<file path="src/rtl/echo_filter_pkg.sv">
// Shared types and constants for the echo-width smoothing filter.
// Cycle constants assume the 12 MHz HFOSC clock.
package echo_filter_pkg;

  typedef enum logic [1:0] {
    EMPTY = 2'd0,
    SEED  = 2'd1,
    RUN   = 2'd2
  } state_t;

  localparam int unsigned CLK_HZ        = 12_000_000;
  localparam int unsigned CYCLES_PER_CM = 696;
  localparam int unsigned REJECT_LIMIT  = 3;

endpackage

</file>
<file path="src/rtl/echo_filter_if.sv">
// Sample-in / filtered-echo-out bundle between the sensor front end and the display converter.
// No flow control beyond in_ready: the producer fires single-cycle pulses and never waits.
interface echo_filter_if;

  logic        in_valid;
  logic [31:0] in_cycles;
  logic        in_ready;
  logic        out_valid;
  logic [31:0] out_cycles;
  logic        out_of_range;
  logic        primed;

  modport master (
    output in_valid, in_cycles,
    input  in_ready, out_valid, out_cycles, out_of_range, primed
  );

  modport slave (
    input  in_valid, in_cycles,
    output in_ready, out_valid, out_cycles, out_of_range, primed
  );

endinterface

</file>
<file path="src/rtl/echo_ring.sv">
// DEPTH x 32 circular sample buffer; every write lands at wr_ptr and advances it, wrapping.
// old_dat is combinational from the entry about to be overwritten; no backpressure.
module echo_ring #(
  parameter int LOG2_DEPTH = 3
) (
  input  logic                  clk,
  input  logic                  reset,
  input  logic                  wr_en,
  input  logic [31:0]           wr_dat,
  output logic [LOG2_DEPTH-1:0] wr_ptr,
  output logic [31:0]           old_dat
);

  localparam int DEPTH = 1 << LOG2_DEPTH;

  logic [31:0] mem [DEPTH];

  always_ff @(posedge clk) begin
    if (wr_en) begin
      mem[wr_ptr] <= wr_dat;
    end
  end

  always_ff @(posedge clk) begin
    if (reset) begin
      wr_ptr <= '0;
    end else if (wr_en) begin
      wr_ptr <= wr_ptr + 1'b1;
    end
  end

  assign old_dat = mem[wr_ptr];

endmodule

</file>
<file path="src/rtl/echo_filter.sv">
// Power-of-two moving average of clamped echo widths; 2-cycle in_valid->out_valid latency in RUN.
// in_ready drops for DEPTH cycles while seeding; pulses then are lost. Optional: ECHO_SPIKE_REJECT_EN.
module echo_filter
  import echo_filter_pkg::*;
#(
  parameter int          LOG2_DEPTH   = 3,
  parameter int unsigned MAX_CYCLES   = 278400,
  parameter int unsigned SPIKE_THRESH = 20880
) (
  input  logic               clk,
  input  logic               reset,
  echo_filter_if.slave       bus
);

  localparam int          SW    = 32 + LOG2_DEPTH;
  localparam logic [31:0] MAX_W = 32'(MAX_CYCLES);

  state_t                  state_q, state_d;
  logic [SW-1:0]           sum_q;
  logic [31:0]             seed_q;
  logic [31:0]             out_cycles_q;
  logic                    out_valid_q;
  logic                    oor_q;
  logic                    pend_q;

  logic                    acc;
  logic                    take;
  logic                    spike;
  logic                    raw_oor;
  logic [31:0]             s;
  logic                    ring_we;
  logic [31:0]             ring_wdat;
  logic [31:0]             ring_old;
  logic [LOG2_DEPTH-1:0]   ring_ptr;
  logic                    seed_done;

  assign raw_oor = bus.in_cycles > MAX_W;
  assign s       = raw_oor ? MAX_W : bus.in_cycles;
  assign acc     = bus.in_valid & bus.in_ready;
  assign take    = acc & ~spike;

  // The last seeding write is the one that wraps the ring pointer back to 0.
  assign seed_done = (state_q == SEED) && (&ring_ptr);

`ifdef ECHO_SPIKE_REJECT_EN
  logic [31:0] dist;
  logic [1:0]  rej_q;

  assign dist  = (s > out_cycles_q) ? (s - out_cycles_q) : (out_cycles_q - s);
  assign spike = (state_q == RUN) && (dist > 32'(SPIKE_THRESH)) && (rej_q < 2'(REJECT_LIMIT));

  always_ff @(posedge clk) begin
    if (reset) begin
      rej_q <= '0;
    end else if (acc && state_q == RUN) begin
      rej_q <= spike ? rej_q + 2'd1 : 2'd0;
    end
  end
`else
  assign spike = 1'b0;
`endif

  always_ff @(posedge clk) begin
    if (reset) begin
      state_q <= EMPTY;
    end else begin
      state_q <= state_d;
    end
  end

  always_comb begin
    state_d   = state_q;
    ring_we   = 1'b0;
    ring_wdat = s;
    case (state_q)
      EMPTY: begin
        if (acc) state_d = SEED;
      end
      SEED: begin
        ring_we   = 1'b1;
        ring_wdat = seed_q;
        if (seed_done) state_d = RUN;
      end
      RUN: begin
        ring_we = take;
      end
      default: state_d = EMPTY;
    endcase
  end

  always_ff @(posedge clk) begin
    if (reset) begin
      sum_q        <= '0;
      seed_q       <= '0;
      out_cycles_q <= '0;
      out_valid_q  <= 1'b0;
      oor_q        <= 1'b0;
      pend_q       <= 1'b0;
    end else begin
      out_valid_q <= 1'b0;
      pend_q      <= 1'b0;
      // Average is taken one edge after the sum update so it sees the new sample.
      if (pend_q) begin
        out_cycles_q <= sum_q[LOG2_DEPTH +: 32];
        out_valid_q  <= 1'b1;
      end
      if (seed_done) begin
        out_cycles_q <= seed_q;
        out_valid_q  <= 1'b1;
      end
      if (acc) begin
        oor_q <= raw_oor;
      end
      if (state_q == EMPTY && acc) begin
        sum_q  <= SW'(s) << LOG2_DEPTH;
        seed_q <= s;
      end
      if (state_q == RUN && take) begin
        sum_q  <= sum_q - SW'(ring_old) + SW'(s);
        pend_q <= 1'b1;
      end
    end
  end

  echo_ring #(
    .LOG2_DEPTH(LOG2_DEPTH)
  ) u_ring (
    .clk     (clk),
    .reset   (reset),
    .wr_en   (ring_we),
    .wr_dat  (ring_wdat),
    .wr_ptr  (ring_ptr),
    .old_dat (ring_old)
  );

  assign bus.in_ready     = (state_q != SEED);
  assign bus.primed       = (state_q == RUN);
  assign bus.out_valid    = out_valid_q;
  assign bus.out_cycles   = out_cycles_q;
  assign bus.out_of_range = oor_q;

endmodule
</file>
<file path="src/flat_wrapper.sv">
// flat-port wrapper written by rule: the top's interface ports become plain ports
module echo_filter_flat import echo_filter_pkg::*;
#(
  parameter int          LOG2_DEPTH   = 3,
  parameter int unsigned MAX_CYCLES   = 278400,
  parameter int unsigned SPIKE_THRESH = 20880
)
  (clk, reset, bus_in_valid, bus_in_cycles, bus_in_ready, bus_out_valid, bus_out_cycles, bus_out_of_range, bus_primed);
  echo_filter_if bus_i ();
  input  logic clk;
  input  logic reset;
  input wire logic [$bits(bus_i.in_valid)-1:0] bus_in_valid;
  input wire logic [$bits(bus_i.in_cycles)-1:0] bus_in_cycles;
  output wire logic [$bits(bus_i.in_ready)-1:0] bus_in_ready;
  output wire logic [$bits(bus_i.out_valid)-1:0] bus_out_valid;
  output wire logic [$bits(bus_i.out_cycles)-1:0] bus_out_cycles;
  output wire logic [$bits(bus_i.out_of_range)-1:0] bus_out_of_range;
  output wire logic [$bits(bus_i.primed)-1:0] bus_primed;
  assign bus_i.in_valid = bus_in_valid;
  assign bus_i.in_cycles = bus_in_cycles;
  assign bus_in_ready = bus_i.in_ready;
  assign bus_out_valid = bus_i.out_valid;
  assign bus_out_cycles = bus_i.out_cycles;
  assign bus_out_of_range = bus_i.out_of_range;
  assign bus_primed = bus_i.primed;
  echo_filter #(.LOG2_DEPTH(LOG2_DEPTH), .MAX_CYCLES(MAX_CYCLES), .SPIKE_THRESH(SPIKE_THRESH)) u_core (.clk(clk), .reset(reset), .bus(bus_i));
endmodule
</file>
<file path="config.mk">
export PLATFORM = sky130hd
export DESIGN_NAME = echo_filter_flat
export DESIGN_NICKNAME = d
export VERILOG_FILES = /design/src/rtl/echo_filter_pkg.sv /design/src/rtl/echo_filter_if.sv /design/src/rtl/echo_ring.sv /design/src/rtl/echo_filter.sv /design/src/flat_wrapper.sv
export SDC_FILE = /design/constraint.sdc
export NUM_CORES = 1
export LEC_CHECK = 0
export CAP_MARGIN = 15
export CORE_MARGIN = 4
export CORE_UTILIZATION = 50
export CTS_BUF_LIST = sky130_fd_sc_hd__clkbuf_16
export DETAILED_ROUTE_END_ITERATION = 10
export PLACE_DENSITY = 0.68
export SLEW_MARGIN = 0
export SYNTH_ARGS = -nofsm -noshare
export SYNTH_HDL_FRONTEND = slang
export SYNTH_SLANG_ARGS = --single-unit
</file>
<file path="constraint.sdc">
create_clock -name clk -period 6.6 [get_ports clk]
set_clock_uncertainty 0.1 [all_clocks]
set_input_delay 1.32 -clock clk [delete_from_list [all_inputs] [get_ports clk]]
set_output_delay 1.32 -clock clk [all_outputs]
set_load 0.05 [all_outputs]
</file>
# Word level (Yosys, flattened, before mapping)
# Memory sizes are Yosys's and may differ from the RTL's. A register that Yosys moved wholly into a read port is not among the register bits.
# Index checks and enable logic that the tools add are counted.
[totals]
ramBits = 256
n_memories = 1
reg_bits = 107
input_bits = 35
[memory_table]
columns = ["memory", "depth", "width", "read_ports", "rd_clocked_by_memory_dff", "write_ports", "line", "source"]
rows = [
  ["u_core.u_ring.mem", 8, 32, 1, 1, 1, "echo_ring.sv:16", "logic [31:0] mem [DEPTH];"],
]
[op_classes]
n_mux = 17
order_cmp = 1
n_addsub = 3
n_bitwise = 2
reduce_logical = 8
eq_ne = 5
[op_table]
columns = ["cell", "count"]
rows = [
  ["$mux 32", 4],
  ["$mux 35", 2],
  ["$add 35x32->35", 1],
  ["$sub 35x32->35", 1],
  ["$gt 32x19->1 const B", 1],
  ["$mux 3", 2],
  ["$ne 2x1->1 const B", 3],
  ["$pmux 2 s3", 1],
  ["$reduce_and 3->1", 2],
  ["$mux 1", 5],
  ["$mux 2", 2],
  ["$reduce_bool 2->1", 2],
  ["$add 3x1->3 const B", 1],
  ["$logic_and 1x1->1", 3],
  ["$eq 2x1->1 const B", 1],
  ["$eq 2x2->1 const B", 1],
  ["$logic_not 2->1", 1],
  ["$pmux 1 s2", 1],
  ["$and 1x1->1", 1],
  ["$not 1->1", 1],
]

# Logic depth before layout (Yosys ltp)
[logic_depth]
depth_word = 5
mapped_depth = 20
depth_no_buf = 19

# By module
# A second synthesis with hierarchy kept.
[unflattened]
cells_unflattened = 1280
area_unflattened_um2 = 17092.6
[modules_own_cells]
columns = ["module", "cells_each", "seq_area_each_um2", "instances", "area_per_inst_um2"]
rows = [
  ["echo_ring", 398, 7807.5, 1, 10010.9],
  ["echo_filter", 882, 2082.0, 1, 7081.8],
]

# Least setup slack after synthesis
# Ideal clock, no wire load.
[synth_path]
path_kind = "input -> register"
startpoint = "in bus_in_cycles[3]"
endpoint = "reg u_core.sum_q[27]"
t_required_ps = 6373
arrival_time_ps = 4989
setup_ps = 127
n_path_buf = 1
slack_ps = 1384
path_stages = 19
cell_sequence = "or4_1 -> nor4_1 -> nor3_1 -> nor3_2 -> o21a_2 -> buf_6 -> nand2_1 -> inv_1 -> fa_1 -> ha_1 -> a21oi_1 -> o21ai_1 -> or3_1 -> nor3_2 -> nor3_2 -> nor3_2 -> o21ai_0 -> nand4_1 -> or3b_1"
[synth_via]
elab_chain_len = 4
word_cells_on_any_way = 5
cone_classes = "1 x add/sub; 1 x order compare; 3 x mux"
[synth_lines]
columns = ["element", "line", "source"]
rows = [
  ["from (decl)", "flat_wrapper.sv:13", "input wire logic [$bits(bus_i.in_cycles)-1:0] bus_in_cycles;"],
  ["$gt 32x19->1", "echo_filter.sv:37", "assign raw_oor = bus.in_cycles > MAX_W;"],
  ["$mux 32", "echo_filter.sv:38", "assign s = raw_oor ? MAX_W : bus.in_cycles;"],
  ["net u_core.s[14]", "echo_filter.sv:30", "logic [31:0] s;"],
  ["$add 35x32->35", "echo_filter.sv:119", "sum_q <= sum_q - SW'(ring_old) + SW'(s);"],
  ["$mux 35", "echo_filter.sv:118", "if (state_q == RUN && take) begin"],
  ["to (signal assigned)", "echo_filter.sv:115", "sum_q <= SW'(s) << LOG2_DEPTH;"],
  ["to (signal assigned)", "echo_filter.sv:119", ""],
  ["to (decl)", "echo_filter.sv:19", "logic [SW-1:0] sum_q;"],
]
# The timed path passes the listed nets, and every way through them passes these cells. The select of a mux whose other input is x is not followed.
# A chain may end at the register's enable or synchronous reset.

# Worst setup path in the final report
[layout_path]
startpoint = "in bus_in_cycles[3]"
endpoint = "reg u_core.sum_q[32]"
[layout_via]
elab_chain_len = 4
word_cells_on_any_way = 5
cone_classes = "1 x add/sub; 1 x order compare; 3 x mux"
[layout_lines]
columns = ["element", "line"]
rows = [
  ["$gt 32x19->1", "echo_filter.sv:37"],
  ["$mux 32 *", "echo_filter.sv:38"],
  ["$add 35x32->35 or $mux 35 (tied branches)", "echo_filter.sv:119, echo_filter.sv:114"],
  ["$mux 35 *", "echo_filter.sv:118"],
]
# Mark *: on every way between the ends. The rest lies on a longest branch, timed or not. The select of a mux whose other input is x is not followed.

==> results by stage <==
Outcome:
- The run finished with clean final reports.

Placement:
- The half-perimeter wire length after detailed placement is 26000 microns.
- The number of buffer cells added on primary ports is 70.
- Summing all placed instances gives a cell area of 18000 sq um.
- The final weighted congestion of routability-driven global placement is 0.908.
- OpenSTA, run right after detailed placement, puts the worst setup slack at 0.227 ns.
- The number of placed cells counting well taps is 1690.

Synth:
- Synthesis produced 1200 cells.
- Counting flops and latches in the post-synthesis netlist gives 366.
- sky130_fd_sc_hd__edfxtp_1 is the most common cell in the netlist.
- The mean instance size in the synthesized netlist is 13.8 sq um.
- The commonest cells after synthesis are 256 x sky130_fd_sc_hd__edfxtp_1, 126 x sky130_fd_sc_hd__nor2_1, 110 x sky130_fd_sc_hd__dfxtp_1.
- The mapped cell area is 16600 sq um.
- Counting flops with an async set or reset pin after synthesis yields a share of 0%.
- The most used flip-flop cell after synthesis is sky130_fd_sc_hd__edfxtp_1.
- The largest total area in the synthesized netlist belongs to sky130_fd_sc_hd__edfxtp_1.
- The number of flops mapped to enable cells by yosys is 256.
- The synthesized netlist contains 64 unique library cells.
- The portion of synthesized cell area occupied by the leading cell type is 46.3%.
- After synthesis, the cell types taking the most area are sky130_fd_sc_hd__edfxtp_1 46%, sky130_fd_sc_hd__dfxtp_1 13%, sky130_fd_sc_hd__mux4_2 8.7%, sky130_fd_sc_hd__mux2i_1 3.9%, sky130_fd_sc_hd__fa_1 3.9%.
- The sequential share of the synthesized area is 59.5%.
- The yosys synthesis warning count is 0.

Floorplanning:
- The placement row count is 66.
- The number of primary I/O pins is 71.
- The die width is 190 microns.
- In this run the vertical extent of the chip is 190 microns.
- The core outline area is 32600 sq um.
- The floorplan step defined a die boundary enclosing 36200 sq um.
- The initial utilization of the core area, before any placement, comes to 50.9%.

GRT:
- The maximum number of pins on one net before global-route repair is 61.
- The remaining global-route overflow is 0.
- The wire length of the first global-routing pass is 60300 microns.
- The number of antenna violations at the first check in global routing was 1.
- The via count of the first global-routing pass came to 10200.
- The global router's overall resource usage is 21.5%.

Critical path:
- Among cell families on the critical path, the largest total delay comes from compound AO/OA/AOI/OAI gates.
- The largest single stage delay on the critical path is 0.53 ns.
- The cell that appears most often on the critical path is sky130_fd_sc_hd__o21ai_0.
- The largest driver fanout on the critical path is 18.
- STA classifies the critical path endpoint as a flop.
- The worst setup path is of the in2reg kind.
- The signal on the critical path passes through clkdlybuf4s50_1 -> or4_1 -> nor4_1 -> buf_4 -> nor3_1 -> nor3_2 -> o21a_2 -> nand2_1 -> fa_1 -> inv_1 -> ha_1 -> a21oi_1 -> o21ai_0 -> o2111ai_1 -> a31oi_1 -> o21ai_0 -> o31ai_1 -> o21ai_0 -> xor2_1 -> o21ai_0.
- The required time at the worst-slack endpoint is 6.93 ns.
- The buffering stage count on the worst path with inverters included is 3.
- The slowest stage of the critical path is the sky130_fd_sc_hd__fa_1 cell.
- STA puts the critical path data arrival time at 6.27 ns.
- The type of origin of the critical path is a primary input.

Clock network:
- The number of gates resized after CTS is 0.
- Post-CTS timing repair inserted 0 buffers for setup.
- The number of buffers created by CTS is 38.
- The clock reaches the later pin of the worst-skew pair after 0.52 ns.
- Clock tree synthesis selected as its root buffer the cell sky130_fd_sc_hd__clkbuf_16.
- Counting every sink on the clock net gives 366.
- The H-tree level count is 2.
- The register clock-pin slew on the reported worst setup and hold paths is 0.06 ns.
- The hold-fix buffer count after cts is 0.
- The maximum number of buffers from clock root to sink is 3.
- TritonCTS built the clock tree.

Finish:
- Counting the fill cells in the layout gives 2605.
- With fillers left out, the area of the finished cells amounts to 19200 sq um.
- The post-route netlist has 13.9% of its cells at a drive strength greater than 1.
- The number of cells in the finished layout apart from fillers is 1761.
- For this run, the share of the core covered by cells in the final layout is 58.8%.
- The number of nets in the finished design is 1396.
- The count of antenna diodes in the layout is 0.
- The signed area change from the synthesized netlist to the final layout is 15.5%.

STA:
- The transition time at the pin with the least slew margin is 0.908 ns.
- The worst slew margin relative to its limit is 38.9%.
- The maximum frequency from static timing analysis is 0.168 GHz.
- Setup repair after global routing left no endpoint under its margin.
- Setup violations remaining at the end of the flow were counted as 0.
- The final hold violation count is 0.
- The time the final worst path needs with I/O delays and setup is 5.94 ns.
- In the post-route analysis, the smallest setup slack over all paths is 0.658 ns.
- The setup TNS is 0 ns.
- The total count of max-transition violations in the final report came to 0.
- Hold timing on the final database bottoms out at a slack of 0.383 ns.
- The ratio of final minimum period to clock period is 90.0%.

Route:
- The detail route stage leaves a number of antenna-violating nets equal to 0.
- Summed over all layers, the routed wires come to 39000 microns.
- The number of detailed-route iterations in the first pass is 6.
- The number of violations reported at the end of detailed-routing iteration 0 is 937.
- The routed length per instance is 22.2 microns.
- After detailed routing, the number of remaining DRC violations is 0.
- Across all layers, the routed design uses 10200 vias.
- In the routed layout, each cell is associated on average with a via count of 5.81.

Power:
- Power comes to 5.12 mW.
- The cell area power density is 267 nW/um^2.
- For this design the static power due to leakage is 6.63 nW.
- The worst-case vdd ir drop is 0.191 mV.

Min path:
- The type of the worst min-delay path is reg2reg.

Job:
- The tool flagged a number of max-cap violations equal to 0.
## flip-flops by register name (all words and copies together), names as in the netlist, named ones only
name and count:
u_core.bus.out_cycles 32, u_core.bus.out_of_range 1, u_core.bus.out_valid 1, u_core.pend_q 1
u_core.seed_q 32, u_core.state_q 2, u_core.sum_q 35, u_core.u_ring.mem 256
u_core.u_ring.wr_ptr 3
## cell type report
class,count,area (sq um),area share [%]
Multi-Input combinational cell,753,6460,33.7
Clock buffer,39,976,5.09
Timing Repair Buffer,98,935,4.87
Sequential cell,366,9900,51.6
Clock inverter,31,236,1.23
Inverter,32,120,0.626
Tap cell,442,553,2.88
## kinds of logic after synthesis
group	after synthesis	synth area share, %
AO/OA/AOI/OAI	205	8.23
flip-flops	366	59.5
XOR/XNOR	25	1.32
buffers and inverters	93	2.18
AND/OR/NAND/NOR	296	8.37
other	1	0.0226
adder cells (fa/ha/maj)	72	6.87
multiplexers	142	13.5
## per-layer routing
layer | track usage, % | up-vias | wire [microns]
li1 | - | 4724 | -
met4 | 4.01 | 2 | 543
met3 | 2.98 | 36 | 2190
met1 | 31.4 | 5157 | 17500
met5 | 0 | - | 13
met2 | 35.3 | 308 | 18800
## worst reg2reg max path: stages (launching register included)
cell and delay [ns]:
sky130_fd_sc_hd__dfxtp_4 0.81, sky130_fd_sc_hd__buf_12 0.34, sky130_fd_sc_hd__mux4_2 0.59, sky130_fd_sc_hd__mux2i_1 0.28, sky130_fd_sc_hd__fa_1 0.49, sky130_fd_sc_hd__ha_1 0.43
sky130_fd_sc_hd__a21oi_1 0.17, sky130_fd_sc_hd__o21ai_0 0.13, sky130_fd_sc_hd__or3_1 0.40, sky130_fd_sc_hd__nor3_2 0.19, sky130_fd_sc_hd__nor3_2 0.11, sky130_fd_sc_hd__nor3_2 0.19
sky130_fd_sc_hd__o21ai_0 0.12, sky130_fd_sc_hd__nand4_1 0.11, sky130_fd_sc_hd__or3b_1 0.34
## where the power goes
part	leakage (nW)	total [mW]	internal (mW)	switching, mW
sequential	3.20	2.49	2.46	0.0226
combinational	2.81	0.569	0.243	0.326
clock	0.617	2.06	1.20	0.866
## worst paths after layout
check | slack [ns] | depth (start not counted) | to | from
setup / recovery | 0.66 | 20 | u_core.sum_q[32]$_SDFFE_PP0P_ | bus_in_cycles[3]
hold / removal | 0.38 | 1 | u_core.seed_q[27]$_SDFFE_PP0P_ | u_core.seed_q[27]$_SDFFE_PP0P_
setup reg to reg | 1.68 | 14 | u_core.sum_q[27]$_SDFFE_PP0P_ | flop
hold reg to reg | 0.38 | 1 | u_core.seed_q[27]$_SDFFE_PP0P_ | u_core.seed_q[27]$_SDFFE_PP0P_
## layout by cell type (no fill, tap or decap), types with 6 or more instances in the layout
| master | count |
|---|---|
| sky130_fd_sc_hd__conb_1 | 13 |
| sky130_fd_sc_hd__mux4_2 | 64 |
| sky130_fd_sc_hd__clkinv_1 | 12 |
| sky130_fd_sc_hd__a21oi_1 | 57 |
| sky130_fd_sc_hd__a222oi_1 | 12 |
| sky130_fd_sc_hd__xnor2_1 | 14 |
| sky130_fd_sc_hd__nor3_2 | 6 |
| sky130_fd_sc_hd__clkdlybuf4s50_1 | 69 |
| sky130_fd_sc_hd__a21o_1 | 17 |
| sky130_fd_sc_hd__a211oi_1 | 41 |
| sky130_fd_sc_hd__o21bai_1 | 6 |
| sky130_fd_sc_hd__o21ai_0 | 35 |
| sky130_fd_sc_hd__nor2_4 | 6 |
| sky130_fd_sc_hd__buf_4 | 25 |
| sky130_fd_sc_hd__xor2_1 | 11 |
| sky130_fd_sc_hd__nand4_1 | 6 |
| sky130_fd_sc_hd__and2_1 | 32 |
| sky130_fd_sc_hd__mux2i_1 | 65 |
| sky130_fd_sc_hd__nand2b_1 | 17 |
| sky130_fd_sc_hd__fa_1 | 32 |
| sky130_fd_sc_hd__clkbuf_16 | 39 |
| sky130_fd_sc_hd__inv_1 | 37 |
| sky130_fd_sc_hd__ha_1 | 40 |
| sky130_fd_sc_hd__nor3_1 | 16 |
| sky130_fd_sc_hd__mux2_2 | 13 |
| sky130_fd_sc_hd__nor2_1 | 120 |
| sky130_fd_sc_hd__nand3_1 | 13 |
| sky130_fd_sc_hd__dfxtp_1 | 106 |
| sky130_fd_sc_hd__nand2_1 | 55 |
| sky130_fd_sc_hd__edfxtp_1 | 256 |
(Power assumes the default switching activity.)
